`config.mk`:
```
export PLATFORM = sky130hd
export DESIGN_NAME = bcd_mod_counter
export DESIGN_NICKNAME = d
export VERILOG_FILES = /design/src/rtl/clock_pkg.sv /design/src/rtl/bcd_digit_step.sv /design/src/rtl/bcd_mod_counter.sv
export SDC_FILE = /design/constraint.sdc
export NUM_CORES = 1
export LEC_CHECK = 0
export CAP_MARGIN = 20
export CORE_MARGIN = 8
export CORE_UTILIZATION = 45
export CTS_CLUSTER_SIZE = 12
export DETAILED_ROUTE_END_ITERATION = 16
export GPL_ROUTABILITY_DRIVEN = 0
export GPL_TIMING_DRIVEN = 0
export PLACE_DENSITY_LB_ADDON = 0.15
export SLEW_MARGIN = 25
export SYNTH_ARGS = -nofsm -noshare
export SYNTH_HDL_FRONTEND = slang
export SYNTH_SLANG_ARGS = --single-unit
```
`constraint.sdc`:
```
create_clock -name clk -period 5 [get_ports clk]
set_clock_uncertainty 0.15 [all_clocks]
set_input_delay 1 -clock clk [delete_from_list [all_inputs] [get_ports clk]]
set_output_delay 1 -clock clk [all_outputs]
set_load 0.01 [all_outputs]
```
`src/rtl/clock_pkg.sv`:
```
// rtl/clock_pkg.sv - shared BCD types and elaboration-time BCD helpers
package clock_pkg;

  localparam int BCD_W      = 4;
  localparam int MAX_DIGITS = 8;
  localparam int BCD_MAX_W  = BCD_W * MAX_DIGITS;

  typedef logic [BCD_W-1:0] bcd_digit_t;

  function automatic logic [BCD_MAX_W-1:0] to_bcd(input int value);
    logic [BCD_MAX_W-1:0] r;
    int v;
    r = '0;
    v = value;
    for (int i = 0; i < MAX_DIGITS; i++) begin
      r[i*BCD_W +: BCD_W] = BCD_W'(v % 10);
      v = v / 10;
    end
    return r;
  endfunction

  function automatic logic bcd_valid(input logic [BCD_MAX_W-1:0] v, input int digits);
    logic ok;
    ok = 1'b1;
    for (int i = 0; i < MAX_DIGITS; i++) begin
      if (i < digits && v[i*BCD_W +: BCD_W] > 4'd9) ok = 1'b0;
    end
    return ok;
  endfunction

  // Valid BCD vectors order the same way as their decimal values.
  function automatic logic bcd_in_range(input logic [BCD_MAX_W-1:0] v,
                                        input logic [BCD_MAX_W-1:0] lo,
                                        input logic [BCD_MAX_W-1:0] hi);
    return (v >= lo) && (v <= hi);
  endfunction

endpackage

```
`src/rtl/bcd_digit_step.sv`:
```
// rtl/bcd_digit_step.sv - combinational single-digit BCD increment/decrement
module bcd_digit_step
  import clock_pkg::*;
(
  input  bcd_digit_t i_digit,
  input  logic       i_step,
  input  logic       i_dir,
  output bcd_digit_t o_digit,
  output logic       o_step
);

  always_comb begin
    o_digit = i_digit;
    o_step  = 1'b0;
    if (i_step) begin
      if (!i_dir) begin
        if (i_digit == 4'd9) begin
          o_digit = 4'd0;
          o_step  = 1'b1;
        end else begin
          o_digit = i_digit + 4'd1;
        end
      end else begin
        if (i_digit == 4'd0) begin
          o_digit = 4'd9;
          o_step  = 1'b1;
        end else begin
          o_digit = i_digit - 4'd1;
        end
      end
    end
  end

endmodule

```
`src/rtl/bcd_mod_counter.sv`:
```
// rtl/bcd_mod_counter.sv - multi-digit BCD counter with programmable range, load and wrap pulses
module bcd_mod_counter
  import clock_pkg::*;
#(
  parameter int DIGITS  = 2,
  parameter int MIN_VAL = 0,
  parameter int MAX_VAL = 59
) (
  input  logic                  clk,
  input  logic                  rst,
  input  logic                  en,
  input  logic                  tick,
  input  logic                  dir,
  input  logic                  load,
  input  logic [BCD_W*DIGITS-1:0] load_val,
  output logic [BCD_W*DIGITS-1:0] count,
  output logic                  carry,
  output logic                  borrow,
  output logic                  load_err
);

  localparam int W = BCD_W * DIGITS;
  localparam logic [BCD_MAX_W-1:0] MIN_FULL = to_bcd(MIN_VAL);
  localparam logic [BCD_MAX_W-1:0] MAX_FULL = to_bcd(MAX_VAL);
  localparam logic [W-1:0] MIN_BCD = MIN_FULL[W-1:0];
  localparam logic [W-1:0] MAX_BCD = MAX_FULL[W-1:0];

  logic [W-1:0]    r_count;
  logic            r_carry;
  logic            r_borrow;
  logic            r_load_err;
  logic [W-1:0]    w_next;
  logic [DIGITS:0] w_step;
  logic            w_load_ok;
  logic            w_unused_top;

  // Ripple chain: digit 0 always steps, higher digits step on a 9->0 / 0->9 roll.
  assign w_step[0] = 1'b1;
  for (genvar gi = 0; gi < DIGITS; gi++) begin : g_digit
    bcd_digit_step u_step (
      .i_digit (r_count[gi*BCD_W +: BCD_W]),
      .i_step  (w_step[gi]),
      .i_dir   (dir),
      .o_digit (w_next[gi*BCD_W +: BCD_W]),
      .o_step  (w_step[gi+1])
    );
  end
  assign w_unused_top = w_step[DIGITS];

  assign w_load_ok = bcd_valid(BCD_MAX_W'(load_val), DIGITS) &&
                     bcd_in_range(BCD_MAX_W'(load_val), MIN_FULL, MAX_FULL);

  always_ff @(posedge clk or posedge rst) begin
    if (rst) begin
      r_count    <= MIN_BCD;
      r_carry    <= 1'b0;
      r_borrow   <= 1'b0;
      r_load_err <= 1'b0;
    end else begin
      r_carry    <= 1'b0;
      r_borrow   <= 1'b0;
      r_load_err <= 1'b0;
      if (load) begin
        if (w_load_ok) r_count <= load_val;
        else           r_load_err <= 1'b1;
      end else if (en && tick) begin
        if (!dir && r_count == MAX_BCD) begin
          r_count <= MIN_BCD;
          r_carry <= 1'b1;
        end else if (dir && r_count == MIN_BCD) begin
          r_count  <= MAX_BCD;
          r_borrow <= 1'b1;
        end else begin
          r_count <= w_next;
        end
      end
    end
  end

  assign count    = r_count;
  assign carry    = r_carry;
  assign borrow   = r_borrow;
  assign load_err = r_load_err;

endmodule

```
# Word level (Yosys, flattened, before mapping)

Cells that the tools add are included.

Magnitude comparators: 3
Multiplexer cells: 26
Equality and inequality tests: 4
Reductions and logical operators: 12
$add $sub $neg: 4

Operators by type and width:

| cell                | number |
|---|---|
| $mux 8              | 5 |
| $mux 4              | 7 |
| $mux 1              | 14 |
| $add 4x1->4 const B | 2 |
| $eq 4x4->1 const B  | 2 |
| $eq 8x7->1 const B  | 1 |
| $gt 4x4->1 const B  | 2 |
| $le 8x7->1 const B  | 1 |
| $logic_not 4->1     | 2 |
| $logic_not 8->1     | 1 |
| $sub 4x1->4 const B | 2 |
| $logic_and 1x1->1   | 4 |
| $reduce_bool 4->1   | 1 |
| $reduce_and 3->1    | 1 |
| $ne 2x1->1 const B  | 1 |
| $reduce_and 2->1    | 1 |
| $reduce_bool 2->1   | 1 |
| $logic_not 1->1     | 1 |

Bits in registers: 11
Logic and storage cells: 54
Output and inout port bits: 11

# Depth between registers and ports, before layout

Gate-level depths: netlist of the first run.

Depth in word-level cells: 8
Mapped depth: 7

# Hierarchy

A second synthesis of the first run with hierarchy kept.

Cells, all modules: 110
Area total of the unflattened synthesis: 954.7 um^2

By module, submodules not included:

| module          | seq. area each (um^2) | area each (um^2) | times used | cells each |
|---|---|---|---|---|
| bcd_mod_counter | 275.3                 | 589.3            | 1          | 62 |
| bcd_digit_step  | 0.0                   | 182.7            | 2          | 24 |

# Worst setup path after synthesis of the first run

Ideal clock, no wire load.

Kind: input to register
From: input port dir
To: register r_count[7], in the netlist count[7]
Setup time: 0.126 ns
Cell stages on the path: 6
Required time: 4.724 ns
Path buffers: 1
Arrival: 1.744 ns
Slack: 2.979 ns
Path through: buf_4 nor4b_2 a311oi_1 a31oi_1 nand4_1 o21ai_0

Word-level cells in the longest chain between the ends: 6
Elaborated cells between the ends (all ways): 12
Classes of those cells: mux (7); reduce/logical (5)

RTL lines:

| what                 | RTL line              | RTL |
|---|---|---|
| start, declared      | bcd_mod_counter.sv:13 | `input logic dir,` |
| $mux 4               | bcd_digit_step.sv:16  | `if (!i_dir) begin` |
| $mux 4               | bcd_digit_step.sv:15  | `if (i_step) begin` |
| $mux 8               | bcd_mod_counter.sv:70 | `end else if (dir && r_count == MIN_BCD) begin` |
| $mux 8               | bcd_mod_counter.sv:67 | `if (!dir && r_count == MAX_BCD) begin` |
| $mux 8               | bcd_mod_counter.sv:66 | `end else if (en && tick) begin` |
| $mux 8               | bcd_mod_counter.sv:63 | `if (load) begin` |
| end signal, assigned | bcd_mod_counter.sv:64 | `if (w_load_ok) r_count <= load_val;` |
| end signal, assigned | bcd_mod_counter.sv:74 | `r_count <= w_next;` |
| end, declared        | bcd_mod_counter.sv:28 | `logic [W-1:0] r_count;` |

Parallel ways exist; a longest one is shown, timed or not. The select of a mux whose other input is x is not followed.
A chain may end at the register's enable or synchronous reset.

# Worst setup path after layout of the first run

From: register r_count[0], in the netlist count[0]
To: output port count[0]

RTL lines:

| what          | RTL line              | RTL |
|---|---|---|
| end, declared | bcd_mod_counter.sv:16 | `output logic [BCD_W*DIGITS-1:0] count,` |

No word-level cell between the ends.

==> metrics.md, run 1 <==
| Metric | Value |
|---|---|
| Outcome | `complete, no violations` |
| Buf/Inv on CP | `1` |
| Setup Buffers After CTS | `0` |
| CTS Buf Count | `3` |
| Initial Util | `between 40 and 50%` |
| Number of global-route vias before repair | `around 930` |
| CP cell instances | `clkdlybuf4s50_1` |
| Worst-skew pair later-pin latency | `roughly 280 ps` |
| Critical Path Max Stage Delay | `approximately 600 ps` |
| Synth cell types | `about 40` |
| # IOs | `25` |
| First-pass GRT wire length | `~4300 um` |
| Yosys reg bits | `11` |
| Syn_area_per_cell | `~8.3 um2` |
| Slowest cell on crit path | `clkdlybuf4s50_1` |
| Max-cap viol count | `0` |
| Worst min-delay path category | `flop to flop` |
| Startpoint Class | `flop` |
| Antenna viol nets, final | `0` |
| Met2 routed WL | `1076 um` |
| Pwr/cell area | `between 300 and 400 mW/mm2` |
| Sequential-to-total area share from yosys stat | `between 20% and 30%` |
| Hold Vio Cnt, Final | `0` |
| FFs w/ async S/R, synth | `between 90% and 100%` |
| Nets@finish | `roughly 160` |
| IO Port Bufs | `23` |
| RSZ-0062 raised after global routing | `false` |
| Routed WL per cell | `around 14 um` |
| Via total after detailed routing | `928` |
| Placeable Area | `0.001982 mm2` |
| Max-slew violation count | `0` |
| Cts hold-fix bufs | `0` |
| DRT Pass-1 Iters | `4` |
| Antenna cells | `0` |
| Final wirelength | `2462 um` |
| Data required, critical path | `roughly 3900 ps` |
| Clk buf depth | `2` |
| Slew Limit Headroom | `a little over two thirds` |
| Endpoint arrival time on the critical path | `1350 ps` |
| Mapped cell area | `around 960 um2` |
| Post-CTS resize count | `0` |
| FP Rows | `16` |
| Total die area | `around 0.0039 mm2` |
| Die Ht | `just over 60 um` |
| Peak fanout along the critical path | `8` |
| CP top delay family | `buffers and inverters` |
| Synth-to-Final Area Change | `30.33%` |
| Overall Global Routing Usage | `13.10%` |
| Post-synth EDFFs | `0` |
| DR iter-0 viols | `20` |
| Final setup TNS | `0 ps` |
| Max Clock Freq | `~400 MHz` |
| Via density | `roughly 5.5` |
| Met1 wire length | `between 1000 and 1500 um` |
| Finish-stage setup viols | `0` |
| TritonCTS clock tree | `done` |
| Period minus WS final | `between 2000 and 3000 ps` |
| Synth Net Count | `roughly 130` |
| Slew @ Worst Pin | `between 400 and 500 ps` |
| Synth Flop Type | `dfrtp_1` |
| DP HPWL | `between 1500 and 2000 um` |
| CTS sink count | `11` |
| Setup Crit Path Kind | `flop to output pin` |
| DRC | `0` |
| Tcrit/Tclk final | `between 50% and 60%` |
| Initial antenna violation count | `0` |
| Die span in x | `approximately 62 um` |
| Warnings, synthesis | `0` |
| Top Metal Used | `met4` |
| Post-Route Utilization | `between 60% and 70%` |
| Proportion of layout cells with a drive suffix above 1 | `a little over an eighth` |
| Grt ovf | `0` |
| Worst-path clk slew | `roughly 70 ps` |
| Largest net degree at the start of global routing | `12` |
| DR WL met3 | `between 100 and 150 um` |
| H-tree depth reported by CTS | `1` |
| Worst setup EP type | `output pin` |
| Post-Syn Instances | `116` |
| Clock root buffer | `clkbuf_4` |
| Worst VDD drop | `about 0.25 mV` |
| Pleak | `0.5222 nW` |
## cell usage in the layout, fill, tap and decap left out, types with 3 or more instances in the layout
cell / netlist / routed
a211oi_1: 3 / 3
a21oi_1: 14 / 14
a31oi_1: 6 / 6
buf_4: 3 / 3
clkbuf_4: 1 / 4
clkdlybuf4s50_1: 0 / 23
dfrtp_1: 11 / 11
ha_1: 4 / 4
inv_1: 6 / 6
nand2_1: 12 / 12
nand2b_1: 4 / 4
nor2_1: 10 / 10
nor3_1: 3 / 3
o21ai_0: 4 / 4
## cells by family after synthesis
group                      share of synthesized area [%]
AOI/OAI and AO/OA                                  26.80
xor gates and xnor gates                           2.746
adders and majority gates                          5.229
buffers and inverters                              8.626
DFF                                                28.76
muxes                                              2.222
and+or+nand+nor                                    25.62
## routing by layer
| layer | GRT usage (%) | vias up |
|---|---|---|
| met3 | 3.405 | 5 |
| met2 | 20.05 | 28 |
| met1 | 16.60 | 428 |
| li1 | - | 467 |
| met5 | 0 | - |
| met4 | 6.122 | 0 |
## state kept, by name, indices dropped and copies added (netlist names)
signal	cells
carry	1
borrow	1
load_err	1
count	8
## cells in the mapped netlist, drive strengths merged (3+ instances only)
cell type / count / share of area [%]
a21oi: 14 / 7.3
nor2: 10 / 3.9
nor3: 3 / 1.6
nand2b: 4 / 2.6
nand2: 12 / 4.7
a211oi: 3 / 2.4
o21ai: 5 / 3.0
dfrtp: 11 / 29
inv: 6 / 2.4
clkbuf: 3 / 1.7
buf: 6 / 4.6
a31oi: 6 / 3.9
ha: 4 / 5.2
## report_power, final
group | switching, mW | leakage [nW] | internal (mW)
clock network | 0.0332 | 0.0150 | 0.0310
logic | 0.135 | 0.376 | 0.133
registers | 0.0200 | 0.131 | 0.109
total | 0.188 | 0.522 | 0.273
## worst register-to-register path: stages, from the launching register on
cell	delay, ps
dfrtp_1	470
inv_1	150
ha_1	240
nand4bb_1	270
nor4_1	270
nand2_1	140
o2111ai_1	100
a31oi_1	110
## final timing paths
check / from / end / slack [ps] / depth (start not counted)
max in group asynchronous: rst / count[1] / 3520 / 2
min in group asynchronous: rst / borrow / 860 / 2
setup reg to reg: count[0] / count[5] / 3000 / 7
setup / recovery: count[0] / count[0] / 2500 / 1
hold reg to reg: count[3] / count[3] / 550 / 2
hold / removal: count[3] / count[3] / 550 / 2
## stage by stage
stage          hold WS (ps)  instance area (um2)  cells  power [mW]  setup WS [ps]
2_1_floorplan         523.1                957.2    116      0.3091           2979
3_3_place_gp          528.2                 1221    166      0.3890           2292
3_5_place_dp          548.1                 1221    166      0.3982           2278
4_1_cts               565.3                 1247    170      0.4623           2484
5_1_grt               590.7                 1247    170      0.4956           2411
6_report              554.8                 1247    170      0.4609           2499
## area by class of cell
type                       count  area (um2)
inverter                       6       22.52
clock buffer                   4       26.28
tap                           27       33.78
multi-input combinational     90       599.3
buffer                         9       60.06
sequential                    11       275.3
fill                         168       734.5
timing repair buffer          23       230.2
No activity file was read; power rests on OpenSTA's default activity.
==> run 2: changes to the inputs <==
--- a/config.mk
+++ b/config.mk
@@ -7,7 +7,7 @@
 export LEC_CHECK = 0
 export CAP_MARGIN = 20
 export CORE_MARGIN = 8
-export CORE_UTILIZATION = 45
+export CORE_UTILIZATION = 43
 export CTS_CLUSTER_SIZE = 12
 export DETAILED_ROUTE_END_ITERATION = 16
 export GPL_ROUTABILITY_DRIVEN = 0
==> constraint.sdc (replaced) <==
create_clock -name clk -period 2.25 [get_ports clk]
set_clock_uncertainty 0.15 [all_clocks]
set_input_delay 0.45 -clock clk [delete_from_list [all_inputs] [get_ports clk]]
set_output_delay 0.45 -clock clk [all_outputs]
set_load 0.01 [all_outputs]
==> metrics.md, run 2 (synthesized netlist as in run 1, its figures left out) <==
| Metric | Value |
|---|---|
| Outcome | `complete, no violations` |
| Most common cell after layout, fill and taps aside | `clkdlybuf4s50_1` |
| Max-slew violation count | `0` |
| Placeable Area | `~0.0021 mm2` |
| DR iter-0 viols | `21` |
| Period minus WS final | `slightly below 2000 ps` |
| Final wirelength | `2409 um` |
| Slew Limit Headroom | `approximately 70%` |
| Worst setup EP type | `output pin` |
| IO Port Bufs | `23` |
| Antenna viol nets, final | `0` |
| Antenna cells | `0` |
| DP HPWL | `1893 um` |
| Largest register FFs | `8` |
| Initial antenna violation count | `0` |
| Multi-input logic area | `approximately 600 um2` |
| Startpoint Class | `flop` |
| Worst-skew pair later-pin latency | `around 270 ps` |
| Slowest cell on crit path | `clkdlybuf4s50_1` |
| Worst VDD drop | `between 0.4 and 0.5 mV` |
| Total die area | `~0.0040 mm2` |
| Finish-stage setup viols | `0` |
| Number of global-route vias before repair | `a little under 900` |
| Initial Util | `around 45%` |
| TritonCTS clock tree | `done` |
| Via density | `between 5 and 6` |
| CTS Buf Count | `3` |
| Pleak | `~0.52 nW` |
| Setup Buffers After CTS | `0` |
| Cts hold-fix bufs | `0` |
| Post-Route Utilization | `58.12%` |
| First-pass GRT wire length | `between 4000 and 5000 um` |
| Routed WL per cell | `roughly 14 um` |
| Slew @ Worst Pin | `about 450 ps` |
| Overall Global Routing Usage | `12.25%` |
| Hold Vio Cnt, Final | `0` |
| H-tree depth reported by CTS | `1` |
| FP Rows | `17` |
| Proportion of layout cells with a drive suffix above 1 | `13.29%` |
| Storage element area | `approximately 280 um2` |
| Buf/Inv on CP | `1` |
| Clock root buffer | `clkbuf_4` |
| Data required, critical path | `between 1500 and 2000 ps` |
| Peak fanout along the critical path | `8` |
| Worst min-delay path category | `primary input to async pin` |
| CTS sink count | `11` |
| Total power | `roughly 1.0 mW` |
| Stages on the worst setup path | `1` |
| Die Ht | `about 63 um` |
| Critical Path Max Stage Delay | `590 ps` |
| Pwr/cell area | `~800 mW/mm2` |
| CP cell instances | `clkdlybuf4s50_1` |
| Via total after detailed routing | `about 940` |
| DRT Pass-1 Iters | `4` |
| Largest net degree at the start of global routing | `12` |
| Endpoint arrival time on the critical path | `1350 ps` |
| RSZ-0062 raised after global routing | `false` |
| Synth-to-Final Area Change | `30.46%` |
| Post-CTS resize count | `0` |
| M3 GR Usage | `3.887%` |
| Max-cap viol count | `0` |
| Met2 Resource Use GR | `around 18%` |
| Worst-path clk slew | `70 ps` |
| Die span in x | `approximately 63 um` |
| Final setup TNS | `0 ps` |
| Setup Crit Path Kind | `flop to output pin` |
| Commonest cells after routing, fill and taps aside | `clkdlybuf4s50_1 (23), a21oi_1 (14), nand2_1 (12)` |
| Clk buf depth | `2` |
| Filler cells | `between 200 and 250` |
| Tcrit/Tclk final | `between 80 and 90%` |
| # IOs | `25` |
| DRC | `0` |
| CP top delay family | `buffers and inverters` |
| Grt ovf | `0` |
| Max Clock Freq | `about 510 MHz` |
| GRT Max-Usage Layer | `met2` |
| Met1 Use GR | `~16%` |
| Nets@finish | `162` |
| R2R cell count | `7` |
-- run 2: through the flow --
stage | area, um2 | hold WS [ps] | cells | setup slack [ps]
after global routing | 1249 | 366.3 | 171 | 44.33
after global placement | 1222 | 510.9 | 167 | 81.38
after CTS | 1249 | 338.9 | 171 | 299.3
after floorplan | 957.2 | 152.4 | 116 | 501.0
final | 1249 | 318.2 | 171 | 297.7
after detailed placement | 1222 | 512.3 | 167 | 78.99
-- run 2: final cells by class --
class	count	area share, %
flip-flops and latches	11	22.04
inverters	6	1.804
plain buffers	9	4.810
multi-input cells	90	48.00
well taps	28	2.806
clock buffers	4	2.104
repair buffers	23	18.44
-- run 2: final timing paths --
kind | startpoint | to | slack, ps
min | rst | load_err | 320
min reg2reg | count[2] | count[2] | 530
max in group asynchronous | rst | count[4] | 1320
min in group clk | load | borrow | 430
max | count[0] | count[0] | 300
max reg2reg | count[0] | count[5] | 300
-- run 2: where the power goes --
group / total (mW) / switching, mW / internal (mW) / leakage, nW
clock: 0.140 / 0.0716 / 0.0688 / 0.0150
combinational: 0.590 / 0.295 / 0.294 / 0.376
sequential: 0.285 / 0.0428 / 0.242 / 0.131
-- run 2: per-layer routing --
layer	vias to the layer above	share of wire, %
li1	472	-
met3	5	6.4
met5	-	0
met2	32	44
met4	0	1.4
met1	428	49
